## src/rtl/alu_acc_ctrl.sv

```systemverilog
// Accumulator sequencer for an external ALU: FIFO-buffered commands, one retires every 2 cycles,
// done 2 edges after acceptance when idle; cmd_ready falls while the FIFO holds DEPTH entries.
module alu_acc_ctrl #(
  parameter int width = 6,
  parameter int DEPTH = 4
) (
  input  logic             clk,
  input  logic             rst_n,
  input  logic             cmd_valid,
  output logic             cmd_ready,
  input  logic             cmd_load,
  input  logic [2:0]       cmd_op,
  input  logic [width-1:0] cmd_data,
  output logic [width-1:0] alu_a,
  output logic [width-1:0] alu_b,
  output logic [2:0]       alu_op,
  input  logic [width-1:0] alu_res,
  input  logic             alu_carry,
  input  logic             alu_overflow,
  input  logic             alu_zero,
  input  logic             alu_neg,
  output logic [width-1:0] acc,
  output logic             flag_c,
  output logic             flag_v,
  output logic             flag_z,
  output logic             flag_n,
  output logic             done,
  output logic             busy
);
  localparam int AW = (DEPTH > 1) ? $clog2(DEPTH) : 1;
  localparam int CW = $clog2(DEPTH) + 1;

  typedef struct packed {
    logic             load;
    logic [2:0]       op;
    logic [width-1:0] data;
  } cmd_t;

  typedef enum logic {IDLE, EXEC} state_t;

  cmd_t             mem_q [DEPTH];
  logic [AW-1:0]    wr_ptr_q, wr_ptr_d, rd_ptr_q, rd_ptr_d;
  logic [CW-1:0]    count_q, count_d;
  state_t           state_q, state_d;
  cmd_t             cr_q, cr_d;
  logic [width-1:0] acc_q, acc_d;
  logic [3:0]       flags_q, flags_d;
  logic             done_q, done_d;
  logic             push, pop;
  cmd_t             cmd_in;

  assign cmd_in    = '{load: cmd_load, op: cmd_op, data: cmd_data};
  assign cmd_ready = (count_q < CW'(DEPTH)) & rst_n;
  assign push      = cmd_valid & cmd_ready;
  // No bypass: the FSM only ever pops what is already stored.
  assign pop       = (state_q == IDLE) && (count_q != '0);

  always_ff @(posedge clk) begin
    if (push) mem_q[wr_ptr_q] <= cmd_in;
  end

  always_comb begin
    state_d  = state_q;
    cr_d     = cr_q;
    acc_d    = acc_q;
    flags_d  = flags_q;
    done_d   = 1'b0;
    wr_ptr_d = push ? wr_ptr_q + AW'(1) : wr_ptr_q;
    rd_ptr_d = pop ? rd_ptr_q + AW'(1) : rd_ptr_q;
    count_d  = count_q + CW'(push) - CW'(pop);
    case (state_q)
      IDLE: begin
        if (pop) begin
          cr_d    = mem_q[rd_ptr_q];
          state_d = EXEC;
        end
      end
      EXEC: begin
        done_d  = 1'b1;
        state_d = IDLE;
        if (cr_q.load) begin
          acc_d   = cr_q.data;
          flags_d = {1'b0, 1'b0, (cr_q.data == '0), cr_q.data[width-1]};
        end else begin
          acc_d   = alu_res;
          flags_d = {alu_carry, alu_overflow, alu_zero, alu_neg};
        end
      end
      default: state_d = IDLE;
    endcase
  end

  always_ff @(posedge clk) begin
    if (!rst_n) begin
      state_q  <= IDLE;
      wr_ptr_q <= '0;
      rd_ptr_q <= '0;
      count_q  <= '0;
      cr_q     <= '0;
      acc_q    <= '0;
      flags_q  <= '0;
      done_q   <= 1'b0;
    end else begin
      state_q  <= state_d;
      wr_ptr_q <= wr_ptr_d;
      rd_ptr_q <= rd_ptr_d;
      count_q  <= count_d;
      cr_q     <= cr_d;
      acc_q    <= acc_d;
      flags_q  <= flags_d;
      done_q   <= done_d;
    end
  end

  // ALU operands come straight from registers so they hold steady across EXEC.
  assign alu_a  = acc_q;
  assign alu_b  = cr_q.data;
  assign alu_op = cr_q.op;
  assign acc    = acc_q;
  assign flag_c = flags_q[3];
  assign flag_v = flags_q[2];
  assign flag_z = flags_q[1];
  assign flag_n = flags_q[0];
  assign done   = done_q;
  assign busy   = (state_q != IDLE) || (count_q != '0);

endmodule

```

## config.mk

```make
export PLATFORM = sky130hd
export DESIGN_NAME = alu_acc_ctrl
export DESIGN_NICKNAME = d
export VERILOG_FILES = /design/src/rtl/alu_acc_ctrl.sv
export SDC_FILE = /design/constraint.sdc
export NUM_CORES = 1
export LEC_CHECK = 0
export CAP_MARGIN = 20
export CORE_ASPECT_RATIO = 0.8
export CORE_MARGIN = 8
export CORE_UTILIZATION = 56
export DETAILED_ROUTE_END_ITERATION = 10
export PLACE_DENSITY_LB_ADDON = 0.1
export SYNTH_ARGS = -nofsm -noshare
export SYNTH_HDL_FRONTEND = slang
export SYNTH_SLANG_ARGS = --single-unit
```

## constraint.sdc

```tcl
create_clock -name clk -period 4.15 [get_ports clk]
set_input_delay 0.415 -clock clk [delete_from_list [all_inputs] [get_ports clk]]
set_output_delay 0.415 -clock clk [all_outputs]
set_load 0.005 [all_outputs]
```

# After elaboration in Yosys (flattened, before gate mapping)
# Memory sizes are Yosys's and may differ from the RTL's. A register that Yosys moved wholly into a read port is not among the register bits.
# Index checks and enable logic that the tools add are counted.
[word_totals] ff_bits=19 ram_bits=40 out_inout_bits=28 elab_cells=29 mem_count=1
[classes] n_addsub=4 magnitude_cmp=1 n_mux=7 n_bitwise=3 reduce_logical=6
[mem_list] name="mem_q" depth=4 word_bits=10 read_ports=1 rd_ports_with_merged_regs=1 wr=1 line_no="41" text="cmd_t mem_q [DEPTH];"
[ops] op="logical NOT 6 bit" n=1
[ops] op="two-way mux 6 bit" n=1
[ops] op="adder 2 x 1 -> 2 bit, second input constant" n=2
[ops] op="two-way mux 1 bit" n=4
[ops] op="two-way mux 4 bit" n=1
[ops] op="adder 3 x 1 -> 3 bit" n=1
[ops] op="< comparator 3 bit, second input constant" n=1
[ops] op="nonzero test 3 bit" n=1
[ops] op="subtractor 3 x 1 -> 3 bit" n=1
[ops] op="AND 1 bit" n=2
[ops] op="one-hot mux 1 bit (2 select lines)" n=1
[ops] op="AND reduction 2 bit" n=1
[ops] op="logical AND 1 bit" n=1
[ops] op="logical NOT 1 bit" n=1
[ops] op="logical OR 1 bit" n=1
[ops] op="inverter 1 bit" n=1

# Depth between registers and ports, before layout
[depth] word_depth=5 mapped_depth=11

# Worst setup path before layout
# No wires, ideal clock.
[synth_path] kind="input-to-reg" start="input rst_n" end="register count_q[2]" setup_ps=115 arrival_time_ps=2230 required_ps=4035 path_slack_ps=1805 cell_stages=11 path_cell_list="buf_2 -> and3b_1 -> clkbuf_1 -> inv_1 -> ha_1 -> inv_1 -> ha_1 -> fa_1 -> xnor2_1 -> xnor2_1 -> and2_1"
[synth_via] elab_chain_cells=4
[synth_rtl] element="from (decl)" line_no="8" text="input logic rst_n,"
[synth_rtl] element="AND 1 bit" line_no="53" text="assign cmd_ready = (count_q < CW'(DEPTH)) & rst_n;"
[synth_rtl] element="AND 1 bit" line_no="54" text="assign push = cmd_valid & cmd_ready;"
[synth_rtl] element="adder 3 x 1 -> 3 bit" line_no="70" text="count_d = count_q + CW'(push) - CW'(pop);"
[synth_rtl] element="subtractor 3 x 1 -> 3 bit" line_no="70"
[synth_rtl] element="to (signal assigned)" line_no="107" text="count_q <= count_d;"
[synth_rtl] element="to (decl)" line_no="43" text="logic [CW-1:0] count_q, count_d;"
# Parallel ways exist; a longest one is shown, timed or not.
# A chain may end at the register's enable or synchronous reset.

# Final worst setup path
[layout_path] start="register state_q" end="register count_q[2]"
[layout_via] elab_chain_cells=3
[layout_rtl] element="from (decl)" line_no="44" text="state_t state_q, state_d;"
[layout_rtl] element="from (signal assigned)" line_no="104" text="state_q <= state_d;"
[layout_rtl] element="inverter 1 bit (no source line)"
[layout_rtl] element="logical AND 1 bit" line_no="56" text="assign pop = (state_q == IDLE) && (count_q != '0);"
[layout_rtl] element="subtractor 3 x 1 -> 3 bit" line_no="70"
# No other way between the ends.

==> key figures <==
GRT
  – GRT busiest layer: met2
  – Antenna violations before repair: 0
  – Total Routing Usage GR: 14.91%
  – Vias in the first global route: 1718
  – Grt met1 use: 16.37%
  – Met3 usage: 7.425%
  – First-pass GRT wire length: 8349 um
  – Total grt overflow: 0
  – M2 GR Usage: 23.44%
  – Largest net degree at the start of global routing: 28

Hold path
  – HP Class: reg2reg
  – Worst hold path depth: 2

Critical path
  – Crit path to: count_q[2]
  – Worst EP arrival: 3030 ps
  – Worst Path Required: 4390 ps
  – Critical path type: reg2reg
  – R2R setup slack: 1360 ps
  – Reg-to-reg critical path startpoint: state_q
  – CP startpoint: state_q
  – Crit path launch type: flip-flop
  – Cells on worst reg2reg path: 8
  – Setup crit end kind: flip-flop
  – Critical-path maximum fanout: 27
  – Reg2Reg Capture Point: count_q[2]

Synthesis
  – Yosys warns: 0
  – Post-synth EDFFs: 40
  – Syn Area/Cell: 14.28 um^2
  – Synth area leader: edfxtp_1
  – Top-count cell post-synth: edfxtp_1
  – Synthesized net count: 231
  – Cells after Synth: 201
  – Top cell type's share of synthesized area: 41.85%
  – Synth top cells by count: edfxtp_1, dfxtp_1, buf_4
  – Register bit count reported by yosys: 69
  – Synth Cell Area: 0.002870 mm^2
  – Async SR Flop Fraction: 0%
  – Top_reg_cell synth: edfxtp_1
  – Register area share after synthesis: 62.07%
  – Synth cell types: 30
  – Synth top area cells: edfxtp_1, dfxtp_1, mux4_1

Finish
  – P&R area growth vs syn: 21.19%
  – Fill cells: 341
  – Final Util: 69.87%
  – Multi-input logic area: 859.6 um^2
  – Register area: 0.001782 mm^2
  – NumNets Final: 266
  – Antenna cells: 0
  – Layout cells sized above 1: 7.469%

Clock tree
  – CTS tree: yes
  – TritonCTS Sinks: 69
  – Cts bufs inserted: 9
  – Clk Latency, worst-skew pair: 340 ps
  – Postcts setup bufs: 0
  – # hold bufs at CTS: 0
  – CTS resizes: 0
  – Clock root buffer: clkbuf_8
  – H-tree Lvls: 3
  – CTS clk-pin slew, worst paths: 70 ps
  – Max Root-Sink Buffers: 2

STA
  – Actual slew at the worst max-slew pin: 1057 ps
  – Tcrit/Tclk final: 67.28%
  – Rel. slew slack: 29.01%
  – Hold Vio Cnt, Final: 0
  – RSZ-0062 raised after global routing: no
  – Post-route clock skew: 6.000 ps
  – Fmax: 358.1 MHz
  – Max-slew violations: 0
  – Setup TNS: 0 ps
  – Tmin final: 2792 ps
  – Final Setup Violations: 0

Floorplanning
  – Row cnt: 23
  – Core region area: 0.004979 mm^2
  – I/O Pins: 51
  – Starting density of the core: 57.65%
  – Die width: 96.04 um
  – Die area: 0.007687 mm^2
  – Die height: 80.04 um

Power and ir drop
  – Leakage: 0.001210 uW
  – VDD IR-drop max: 0.0003636 V
  – Power Dens Cells: 642.0 mW/mm^2

Status
  – Outcome: finished clean

Route
  – Final wirelength: 5197 um
  – # DRC: 0
  – Vias post-DR: 1632
  – 1st-iter DRT viols: 33
  – ANT nets after route: 0
  – TritonRoute pass-1 iters: 4
  – DR vias/cell: 5.386
  – WL per Instance: 17.15 um

Placed design
  – DPL Wire Length: 3609 um
  – Routability congestion estimate: 0.7208
  – Port bufs: 50

Job
  – Max-cap violation count: 0
## cells by family after synthesis
group	Yosys count	share of synthesized area (%)
flops	69	62.08
simple gates	41	7.106
buf+inv	35	7.977
compound gates	29	7.018
mux	17	11.60
fa+ha+maj	7	3.313
xor+xnor	3	0.9156
## power by group
| part | leakage (uW) | internal (uW) | switching, uW |
|---|---|---|---|
| clock network | 0.000108 | 341 | 253 |
| logic | 0.000500 | 392 | 241 |
| registers | 0.000601 | 846 | 161 |
## final cells by class
type | count | area share, %
flip-flops and latches | 69 | 51.22
inverters | 8 | 0.8633
repair buffers | 51 | 14.60
clock buffers | 9 | 3.561
clock inverters | 7 | 2.806
multi-input cells | 97 | 24.71
well taps | 62 | 2.230
## layout by cell type (no fill, tap or decap), types with 3 or more instances in the layout
cell type,synthesis,final
a211oi_1,5,5
a21oi_1,7,7
and2_1,8,8
clkbuf_8,2,9
clkdlybuf4s50_1,0,50
dfxtp_1,29,29
edfxtp_1,40,40
ha_1,6,6
inv_1,7,7
mux2i_1,7,7
mux4_1,10,10
nand2_1,11,11
nor2_1,11,11
nor2b_1,4,4
o21ai_0,4,4
o2bb2ai_1,10,10
xnor2_1,3,3
## layer usage
layer | up-vias | part of all wire [%]
li1 | 794 | -
met1 | 771 | 42
met2 | 57 | 47
met3 | 10 | 9.6
met4 | 0 | 1.8
met5 | - | 0
## metrics by stage
step | setup slack (ps) | power, uW | std cells | hold slack (ps) | area (um^2)
after floorplan | 1805 | 1448 | 201 | 442.3 | 2870
final | 1358 | 2233 | 303 | 473.3 | 3478
after CTS | 1382 | 2254 | 303 | 474.3 | 3478
after global routing | 1148 | 2371 | 303 | 507.7 | 3478
after detailed placement | 1167 | 1662 | 287 | 463.2 | 3257
after global placement | 1337 | 1624 | 287 | 465.9 | 3257
## registers in the layout (all words and copies together), names as in the netlist
name	count
state_q	1
wr_ptr_q	2
count_q	3
acc	6
rd_ptr_q	2
mem_q	40
alu_b	6
done	1
alu_op	3
flags_q	4
cr_q	1
## worst min-delay path by stage
stage / startpoint / end / slack [ps]
2_1_floorplan: alu_op[0] / alu_op[0] / 440
3_3_place_gp: alu_op[1] / alu_op[1] / 470
3_5_place_dp: alu_op[0] / alu_op[0] / 460
4_1_cts: alu_op[0] / alu_op[0] / 470
5_1_grt: alu_op[0] / alu_op[0] / 510
6_report: alu_op[0] / alu_op[0] / 470
## critical path, cell delays in order, from the launching register on
cell and delay [ps]:
dfxtp_1 850, nor2_1 370, ha_1 380, inv_1 50, ha_1 190, fa_1 380, xnor2_1 210, xnor2_1 100
and2_1 160
No activity file was read; power rests on OpenSTA's default activity.
